`src/rtl/pin_entry_pkg.sv`:
```
// Shared types and constants for the keypad PIN entry controller.
package pin_entry_pkg;

  localparam int               DIGIT_W = 4;
  localparam logic [DIGIT_W-1:0] MAX_BCD = 4'd9;

  typedef enum logic [2:0] {
    IDLE,
    COLLECT,
    CHECK,
    PASS,
    FAIL
  } pin_state_t;

  function automatic logic is_bcd(input logic [DIGIT_W-1:0] digit);
    return digit <= MAX_BCD;
  endfunction

endpackage

```
`src/rtl/pin_entry_controller_if.sv`:
```
// Keypad / payment-FSM / card-PIN signal bundle for pin_entry_controller.
interface pin_entry_controller_if #(
  parameter int PIN_DIGITS = 4
);
  import pin_entry_pkg::*;

  localparam int CNT_W = $clog2(PIN_DIGITS + 1);

  logic                          pin_process_init;
  logic                          process_abort;
  logic                          key_valid;
  logic [DIGIT_W-1:0]            key_digit;
  logic                          key_enter;
  logic                          key_clear;
  logic [DIGIT_W*PIN_DIGITS-1:0] ref_pin;
  logic                          ref_pin_valid;
  logic                          entry_active;
  logic [CNT_W-1:0]              digit_count;
  logic                          pin_success;
  logic                          pin_fail;

  // master: payment FSM + keypad side; slave: the PIN entry controller
  modport master (
    output pin_process_init, process_abort, key_valid, key_digit, key_enter, key_clear,
           ref_pin, ref_pin_valid,
    input  entry_active, digit_count, pin_success, pin_fail
  );

  modport slave (
    input  pin_process_init, process_abort, key_valid, key_digit, key_enter, key_clear,
           ref_pin, ref_pin_valid,
    output entry_active, digit_count, pin_success, pin_fail
  );

endinterface

```
`src/rtl/pin_digit_buffer.sv`:
```
// Entered-digit shift register with saturating count and overflow / non-BCD flags.
module pin_digit_buffer
  import pin_entry_pkg::*;
#(
  parameter  int PIN_DIGITS = 4,
  localparam int BUF_W      = DIGIT_W * PIN_DIGITS,
  localparam int CNT_W      = $clog2(PIN_DIGITS + 1)
) (
  input  logic               clk,
  input  logic               reset,
  input  logic               clr_i,
  input  logic               push_i,
  input  logic [DIGIT_W-1:0] digit_i,
  output logic [BUF_W-1:0]   digits_o,
  output logic [CNT_W-1:0]   count_o,
  output logic               overflow_o,
  output logic               bad_o
);

  localparam logic [CNT_W-1:0] FULL = CNT_W'(PIN_DIGITS);

  logic [BUF_W-1:0] digits_q;
  logic [CNT_W-1:0] count_q;
  logic             overflow_q;
  logic             bad_q;

  // NOTE: sequential state uses non-blocking assignment so every flop samples pre-edge values.
  always_ff @(posedge clk) begin
    if (reset || clr_i) begin
      digits_q   <= '0;
      count_q    <= '0;
      overflow_q <= 1'b0;
      bad_q      <= 1'b0;
    end else if (push_i) begin
      if (!is_bcd(digit_i)) begin
        bad_q <= 1'b1;
      end else if (count_q == FULL) begin
        overflow_q <= 1'b1;
      end else begin
        // first-entered digit ends up in the most significant nibble
        digits_q <= (digits_q << DIGIT_W) | BUF_W'(digit_i);
        count_q  <= count_q + 1'b1;
      end
    end
  end

  assign digits_o   = digits_q;
  assign count_o    = count_q;
  assign overflow_o = overflow_q;
  assign bad_o      = bad_q;

endmodule

```
`src/rtl/pin_entry_controller.sv`:
```
// PIN collection/verification FSM with registered pass/fail pulses.
// Optional inactivity timeout in COLLECT is enabled by defining PIN_TIMEOUT_EN.
module pin_entry_controller
  import pin_entry_pkg::*;
#(
  parameter int PIN_DIGITS = 4
`ifdef PIN_TIMEOUT_EN
  , parameter int TIMEOUT_CYCLES = 1000
`endif
) (
  input  logic                   clk,
  input  logic                   reset,
  pin_entry_controller_if.slave  bus
);

  localparam int               BUF_W = DIGIT_W * PIN_DIGITS;
  localparam int               CNT_W = $clog2(PIN_DIGITS + 1);
  localparam logic [CNT_W-1:0] FULL  = CNT_W'(PIN_DIGITS);

  pin_state_t       state_q, state_d;
  logic             buf_clr, buf_push;
  logic [BUF_W-1:0] digits;
  logic [CNT_W-1:0] count;
  logic             overflow, bad;
  logic             match, timeout_hit;
  logic             success_q, fail_q, active_q;

  pin_digit_buffer #(.PIN_DIGITS(PIN_DIGITS)) u_digit_buffer (
    .clk        (clk),
    .reset      (reset),
    .clr_i      (buf_clr),
    .push_i     (buf_push),
    .digit_i    (bus.key_digit),
    .digits_o   (digits),
    .count_o    (count),
    .overflow_o (overflow),
    .bad_o      (bad)
  );

  assign match = bus.ref_pin_valid && (count == FULL) && !overflow && !bad &&
                 (digits == bus.ref_pin);

  // NOTE: every always_comb output gets a default first so no path can infer a latch.
  always_comb begin
    state_d  = state_q;
    buf_clr  = 1'b0;
    buf_push = 1'b0;
    if (bus.process_abort) begin
      state_d = IDLE;
    end else if (bus.pin_process_init) begin
      state_d = COLLECT;
      buf_clr = 1'b1;
    end else begin
      case (state_q)
        IDLE: state_d = IDLE;
        COLLECT: begin
          if (bus.key_valid) begin
            if (bus.key_clear)      buf_clr  = 1'b1;
            else if (bus.key_enter) state_d  = CHECK;
            else                    buf_push = 1'b1;
          end else if (timeout_hit) begin
            state_d = FAIL;
          end
        end
        CHECK:      state_d = match ? PASS : FAIL;
        PASS, FAIL: state_d = IDLE;
        default:    state_d = IDLE;
      endcase
    end
    // the entered digits never linger once the block is idle
    if (state_d == IDLE) buf_clr = 1'b1;
  end

`ifdef PIN_TIMEOUT_EN
  localparam int               TMR_W    = (TIMEOUT_CYCLES > 1) ? $clog2(TIMEOUT_CYCLES) : 1;
  localparam logic [TMR_W-1:0] TMR_LAST = TMR_W'(TIMEOUT_CYCLES - 1);

  logic [TMR_W-1:0] timer_q, timer_d;

  assign timeout_hit = (timer_q == TMR_LAST);

  // any key event, restart or leaving COLLECT returns the timer to zero
  always_comb begin
    timer_d = '0;
    if (state_q == COLLECT && state_d == COLLECT && !bus.key_valid && !bus.pin_process_init)
      timer_d = timer_q + 1'b1;
  end

  always_ff @(posedge clk) begin
    if (reset) timer_q <= '0;
    else       timer_q <= timer_d;
  end
`else
  assign timeout_hit = 1'b0;
`endif

  always_ff @(posedge clk) begin
    if (reset) begin
      state_q   <= IDLE;
      success_q <= 1'b0;
      fail_q    <= 1'b0;
      active_q  <= 1'b0;
    end else begin
      state_q   <= state_d;
      success_q <= (state_d == PASS);
      fail_q    <= (state_d == FAIL);
      active_q  <= (state_d == COLLECT);
    end
  end

  assign bus.entry_active = active_q;
  assign bus.digit_count  = count;
  assign bus.pin_success  = success_q;
  assign bus.pin_fail     = fail_q;

endmodule
```
`src/flat_wrapper.sv`:
```
// flat-port wrapper written by rule: the top's interface ports become plain ports
module pin_entry_controller_flat import pin_entry_pkg::*;
#(
  parameter int PIN_DIGITS = 4

)
  (clk, reset, bus_pin_process_init, bus_process_abort, bus_key_valid, bus_key_digit, bus_key_enter, bus_key_clear, bus_ref_pin, bus_ref_pin_valid, bus_entry_active, bus_digit_count, bus_pin_success, bus_pin_fail);
  pin_entry_controller_if #(.PIN_DIGITS(PIN_DIGITS)) bus_i ();
  input  logic clk;
  input  logic reset;
  input wire logic [$bits(bus_i.pin_process_init)-1:0] bus_pin_process_init;
  input wire logic [$bits(bus_i.process_abort)-1:0] bus_process_abort;
  input wire logic [$bits(bus_i.key_valid)-1:0] bus_key_valid;
  input wire logic [$bits(bus_i.key_digit)-1:0] bus_key_digit;
  input wire logic [$bits(bus_i.key_enter)-1:0] bus_key_enter;
  input wire logic [$bits(bus_i.key_clear)-1:0] bus_key_clear;
  input wire logic [$bits(bus_i.ref_pin)-1:0] bus_ref_pin;
  input wire logic [$bits(bus_i.ref_pin_valid)-1:0] bus_ref_pin_valid;
  output wire logic [$bits(bus_i.entry_active)-1:0] bus_entry_active;
  output wire logic [$bits(bus_i.digit_count)-1:0] bus_digit_count;
  output wire logic [$bits(bus_i.pin_success)-1:0] bus_pin_success;
  output wire logic [$bits(bus_i.pin_fail)-1:0] bus_pin_fail;
  assign bus_i.pin_process_init = bus_pin_process_init;
  assign bus_i.process_abort = bus_process_abort;
  assign bus_i.key_valid = bus_key_valid;
  assign bus_i.key_digit = bus_key_digit;
  assign bus_i.key_enter = bus_key_enter;
  assign bus_i.key_clear = bus_key_clear;
  assign bus_i.ref_pin = bus_ref_pin;
  assign bus_i.ref_pin_valid = bus_ref_pin_valid;
  assign bus_entry_active = bus_i.entry_active;
  assign bus_digit_count = bus_i.digit_count;
  assign bus_pin_success = bus_i.pin_success;
  assign bus_pin_fail = bus_i.pin_fail;
  pin_entry_controller #(.PIN_DIGITS(PIN_DIGITS)) u_core (.clk(clk), .reset(reset), .bus(bus_i));
endmodule
```
`config.mk`:
```
export PLATFORM = sky130hd
export DESIGN_NAME = pin_entry_controller_flat
export DESIGN_NICKNAME = d
export VERILOG_FILES = /design/src/rtl/pin_entry_pkg.sv /design/src/rtl/pin_entry_controller_if.sv /design/src/rtl/pin_digit_buffer.sv /design/src/rtl/pin_entry_controller.sv /design/src/flat_wrapper.sv
export SDC_FILE = /design/constraint.sdc
export NUM_CORES = 1
export LEC_CHECK = 0
export ABC_AREA = 1
export BUFFER_PORTS_ARGS = -buffer_cell sky130_fd_sc_hd__buf_2
export CAP_MARGIN = 40
export CORE_MARGIN = 2
export CORE_UTILIZATION = 40
export CTS_CLUSTER_SIZE = 10
export DETAILED_ROUTE_END_ITERATION = 8
export PLACE_DENSITY = 0.66
export SLEW_MARGIN = 20
export SYNTH_ARGS = -nofsm -noshare
export SYNTH_HDL_FRONTEND = slang
export SYNTH_SLANG_ARGS = --single-unit
```
`constraint.sdc`:
```
create_clock -name clk -period 2.4 [get_ports clk]
set_input_delay 0.6 -clock clk [delete_from_list [all_inputs] [get_ports clk]]
set_output_delay 0.6 -clock clk [all_outputs]
set_load 0.01 [all_outputs]
```
==> results of run 1 <==
-- cell families after synthesis --
kind of cell | share of synthesized area, %
multiplexers | 4.299
adder cells (fa/ha/maj) | 1.592
XOR/XNOR | 3.344
buffers and inverters | 15.76
flip-flops | 34.40
AO/OA/AOI/OAI | 7.485
AND/OR/NAND/NOR | 33.12
-- cell type report --
class	count	share of cell area (%)
inverters	53	10.83
well taps	48	3.270
flip-flops and latches	27	29.43
repair buffers	35	11.17
multi-input cells	141	42.64
clock buffers	3	2.248
clock inverters	1	0.4087
-- path summary, 6_finish.rpt --
| path | endpoint | cells after the start | slack (ps) | startpoint |
|---|---|---|---|---|
| min reg2reg | u_core.u_digit_buffer.overflow_o | 4 | 560 | u_core.u_digit_buffer.overflow_o |
| max | u_core.u_digit_buffer.digits_o[1] | 13 | 470 | u_core.u_digit_buffer.count_o[0] |
| max reg2reg | u_core.u_digit_buffer.digits_o[1] | 13 | 470 | u_core.u_digit_buffer.count_o[0] |
| min | u_core.state_q[2] | 2 | 540 | reset |
-- placed cells by master, fill, tap and decap left out, drive strengths merged, types with 2 or more instances in the layout --
cell type,synthesis,routed
nand2,51,51
inv,50,50
nor2,43,43
buf,4,35
dfxtp,27,27
o21ai,15,15
nand3,9,9
mux2,5,5
a21oi,4,4
xor2,4,4
clkinv,3,3
clkbuf,1,3
xnor2,2,2
ha,2,2
nor3,2,2
-- where the power goes --
| part | total [mW] | internal (mW) | switching, mW |
|---|---|---|---|
| registers | 0.450 | 0.449 | 0.000348 |
| clock network | 0.268 | 0.118 | 0.150 |
| logic | 0.0788 | 0.0344 | 0.0444 |
-- critical path: stages, from the launching register on --
cell,delay (ps)
dfxtp_1,340
inv_1,80
ha_1,140
nand2_1,90
nor2_1,150
nand3_1,90
nor2_1,170
nand3_2,110
nand2_2,80
nand2_2,70
nand3_2,90
nand2_2,160
buf_12,210
nor2_1,80
-- cell usage after synthesis (4+ instances only) --
cell | count | share of area (%)
a21oi_1 | 4 | 1.3
buf_6 | 4 | 2.9
dfxtp_1 | 27 | 34
inv_1 | 46 | 11
inv_2 | 4 | 0.96
nand2_1 | 48 | 11
nand3_1 | 6 | 1.9
nor2_1 | 20 | 4.8
nor2_2 | 23 | 9.2
o21ai_0 | 11 | 3.5
xor2_1 | 4 | 2.2
-- flip-flops by register name, summed over array words and instances, names as in the netlist --
name and flops:
u_core.u_digit_buffer.overflow_o 1, u_core.u_digit_buffer.bad_o 1, u_core.bus.entry_active 1, u_core.bus.pin_success 1, u_core.bus.pin_fail 1, u_core.u_digit_buffer.count_o 3
u_core.state_q 3, u_core.u_digit_buffer.digits_o 16
-- per-stage QoR --
step	utilization, %	hold slack, ps	cell area (um^2)	setup WS (ps)
2_1_floorplan	-	519.3	1572	710.9
3_3_place_gp	48.11	543.1	1788	341.0
3_5_place_dp	48.11	543.0	1788	305.7
4_1_cts	49.43	532.7	1837	431.3
5_1_grt	49.43	531.0	1837	267.8
6_report	49.43	539.2	1837	467.0
-- metal layers --
layer  part of all wire (%)  track usage (%)  vias up
met5                      0                0        -
met4                   0.71            3.061        0
met3                    6.1            3.378        2
met2                     44            23.75       32
met1                     49            19.86      560
li1                       -                -      733
==> results.json, run 1 <==
{
  "status": "complete, no violations",
  "cts_buffers": 3,
  "setup_viol": 0,
  "worst_ep_required_time_ps": 2620,
  "fin_nets": 291,
  "synthDistinctLibCells": 27,
  "syn-num-nets": 256,
  "num_antenna_cells": 0,
  "worstPathMaxFanout": 14,
  "ctsResizeCount": 0,
  "multi_input_area_um2": 783.3,
  "drt_wl_total_mm": 2.800,
  "die_w_um": 66.68,
  "synth_flop_cell": "dfxtp_1",
  "synthArstFlopShare_pct": 0,
  "antenna_found_initial": 0,
  "grt_start_max_net_pins": 32,
  "fillCellCount": 389,
  "clk_pin_slew_worst_paths_ps": 100,
  "die_h_um": 66.68,
  "power_mw": 0.7965,
  "slew_headroom_pct": 78.09,
  "crit_arrival_ps": 2150,
  "grt_use_total_pct": 14.67,
  "clk_latency_ps": 270,
  "viasPerCell": 4.308,
  "yosysWarningCount": 0,
  "final_layout_size_suffix_gt1_share_pct": 31.54,
  "seqCellArea_um2": 540.5,
  "gr-total-overflow": 0,
  "port_buffers": 33,
  "vias": 1327,
  "cts_tree": "yes",
  "fp-row-count": 22,
  "gp_congestion": 0.7082,
  "drv_slew": 0,
  "io_pins": 34,
  "finalCritPeriodShare_pct": 80.54,
  "seq_area_frac_synth_pct": 34.39,
  "avgSynthCellArea_um2": 6.954,
  "p_leak_nw": 0.8056,
  "syn_inst": 226,
  "rsz0062_at_grt": "no",
  "avgRoutedWirePerCell_um": 9.091,
  "drtAntennaViolNets": 0,
  "core_um2": 3716,
  "start_kind": "register",
  "initial_core_util_pct": 42.29,
  "synth-edff-count": 0,
  "netlist_area_um2": 1572,
  "critPathKind": "reg -> reg",
  "peakVddDrop_mv": 0.3937,
  "post_cts_buffers": 0,
  "hold_class": "in -> reg",
  "critPathCaptureType": "register",
  "cts_buffer_depth": 2,
  "clockRootBuffer": "clkbuf_8",
  "synth_seq_cells": 27,
  "dp_cells": 304,
  "dp_hpwl_mm": 2.235,
  "area_delta_synth_final_pct": 16.88,
  "final_cells": 308,
  "finalSetupTns_ps": 0,
  "worst_pin_slew_ps": 327.4,
  "htreeDepth": 1,
  "drv_cap": 0,
  "hold_viol": 0,
  "clock_sinks": 27,
  "holdBufCountCts": 0,
  "fin_worst_skew_ps": 3.545,
  "die_area_um2": 4446,
  "grt_pass1_wl_mm": 5.030,
  "drt_iter0_drc": 34,
  "route.detailed.drc": 0,
  "fin_crit_ps": 1933,
  "dr.pass1.iters": 4,
  "max_freq_mhz": 517.3,
  "power_density_nw_per_um2": 433.6,
  "grt_pass1_vias": 1204
}
(Power assumes the default switching activity.)
==> run 2: changes to the inputs <==
--- a/config.mk
+++ b/config.mk
@@ -12,7 +12,7 @@
 export CORE_UTILIZATION = 40
 export CTS_CLUSTER_SIZE = 10
 export DETAILED_ROUTE_END_ITERATION = 8
-export PLACE_DENSITY = 0.66
+export PLACE_DENSITY = 0.68
 export SLEW_MARGIN = 20
 export SYNTH_ARGS = -nofsm -noshare
 export SYNTH_HDL_FRONTEND = slang
==> constraint.sdc (replaced) <==
create_clock -name clk -period 1.75 [get_ports clk]
set_input_delay 0.4375 -clock clk [delete_from_list [all_inputs] [get_ports clk]]
set_output_delay 0.4375 -clock clk [all_outputs]
set_load 0.01 [all_outputs]
==> results.json, run 2 (same netlist as run 1, synthesis figures left out) <==
{
  "max_freq_mhz": 590.6,
  "port_buffers": 33,
  "die_h_um": 66.68,
  "final_util_pct": 54.21,
  "rrSetupSlack_ps": 60,
  "die_w_um": 66.68,
  "hold_slack_ps": 383.3,
  "dp_hpwl_mm": 2.316,
  "status": "complete, no violations",
  "final_layout_size_suffix_gt1_share_pct": 39.05,
  "setup_viol": 0,
  "initial_core_util_pct": 42.29,
  "p_leak_nw": 0.9014,
  "grt_use_total_pct": 14.49,
  "drt_iter0_drc": 40,
  "dp_cells": 312,
  "largest_reg_flops": 16,
  "drv_cap": 0,
  "startpoint": "u_core.u_digit_buffer.count_o[0]",
  "min_path_cells": 2,
  "drt_wl_total_mm": 3.229,
  "gp_congestion": 0.8118,
  "worstPathMaxFanout": 5,
  "core_um2": 3716,
  "clk_pin_slew_worst_paths_ps": 90,
  "critPathTopFamily": "simple AND/OR/NAND/NOR gates",
  "power_density_nw_per_um2": 551.0,
  "grt_pass1_vias": 1252,
  "fillCellCount": 365,
  "finalCritPeriodShare_pct": 96.75,
  "num_antenna_cells": 0,
  "fin_worst_skew_ps": 1.249,
  "slew_headroom_pct": 81.24,
  "start_kind": "register",
  "holdBufCountCts": 0,
  "cts_tree": "yes",
  "r2r-start": "u_core.u_digit_buffer.count_o[0]",
  "cp.depth": 13,
  "placed_area_um2": 1848,
  "hold_class": "in -> reg",
  "power_mw": 1.110,
  "cpPeakStageDelay_ps": 340,
  "setup_slack_ps": 56.88,
  "worst_pin_slew_ps": 281.4,
  "post-place-ws_ps": -20.96,
  "hold_viol": 0,
  "worstPathCellList": "inv_2 > ha_2 > nand2_2 > nor2_4 > nand3_1 > nor2_2 > nand3_2 > nand2_2 > nand2_2 > nand3_2 > nand2_4 > clkbuf_16 > nor2_2",
  "critPathCaptureType": "register",
  "route.detailed.drc": 0,
  "worst-path-buf-inv": 2,
  "viasPerCell": 4.357,
  "clockRootBuffer": "clkbuf_8",
  "clk_latency_ps": 270,
  "drtAntennaViolNets": 0,
  "grt_start_max_net_pins": 24,
  "final_cells": 322,
  "avgRoutedWirePerCell_um": 10.03,
  "finalSetupTns_ps": 0,
  "cp_common_cell": "nand2_2",
  "crit_arrival_ps": 1910,
  "fp-row-count": 22,
  "reg2reg_to": "u_core.u_digit_buffer.bad_o",
  "antenna_found_initial": 0,
  "cts_buffer_depth": 2,
  "grt_pass1_wl_mm": 5.016,
  "gr-total-overflow": 0,
  "clock_sinks": 27,
  "io_pins": 34,
  "critPathKind": "reg -> reg",
  "die_area_um2": 4446,
  "mostFrequentLayoutCells": "45 x inv_1, 45 x nand2_1, 33 x buf_2",
  "worst_path_max_delay_cell": "dfxtp_2",
  "htreeDepth": 1,
  "design_area_um2": 2014,
  "peakVddDrop_mv": 0.3148,
  "area_delta_synth_final_pct": 28.18,
  "cts_buffers": 3,
  "reg2regPathDepth": 13,
  "drv_slew": 0,
  "crit_end": "u_core.u_digit_buffer.bad_o",
  "worst_ep_required_time_ps": 1970,
  "fin_crit_ps": 1693,
  "fin_nets": 305,
  "dr.pass1.iters": 4,
  "vias": 1403
}
run 2: cell count changes in the layout (fill, tap and decap cells not counted), sizes merged:
cell / change
buf: +12
clkinvlp: -1
clkbuf: +3
run 2: worst min-delay path by stage:
stage                                                   end  slack (ps)                               from
after detailed placement   u_core.u_digit_buffer.overflow_o         550   u_core.u_digit_buffer.overflow_o
after floorplan                         u_core.bus.pin_fail         510                              reset
after global placement    u_core.u_digit_buffer.digits_o[7]         550  u_core.u_digit_buffer.digits_o[7]
final                                     u_core.state_q[1]         380                              reset
after global routing                      u_core.state_q[2]         380                              reset
after CTS                                 u_core.state_q[1]         380                              reset
run 2: per-layer routing:
layer	global-route usage, %	wire length [um]	up-vias	part of all wire, %
met4	4.592	32	0	0.99
met3	2.703	149	4	4.6
met2	24.13	1468	28	45
met5	0	0	-	0
met1	18.84	1578	611	49
li1	-	-	760	-
run 2: power by group:
group          switching (mW)  total [mW]  internal [mW]
clock                   0.196       0.360          0.163
sequential           0.000501       0.616          0.616
combinational          0.0703       0.134         0.0635
total                   0.267        1.11          0.843
run 2: repair_timing:
| action | 4_1_cts | 5_1_grt |
|---|---|---|
| pin swaps | 0 | 7 |
| setup endpoints to repair | 21 | 22 |
| setup buffers | 0 | 3 |
| resized for setup | 2 | 13 |
| gates cloned | 0 | 3 |
| endpoints found under the hold margin | 0 | 0 |
run 2: layout make-up:
type	instances	area (um^2)	share of cell area, %
Tap cell	48	60.06	2.981
Sequential cell	27	545.5	27.08
Multi-Input combinational cell	141	815.8	40.50
Inverter	53	198.9	9.876
Clock buffer	4	45.04	2.236
Timing Repair Buffer	49	349.1	17.33
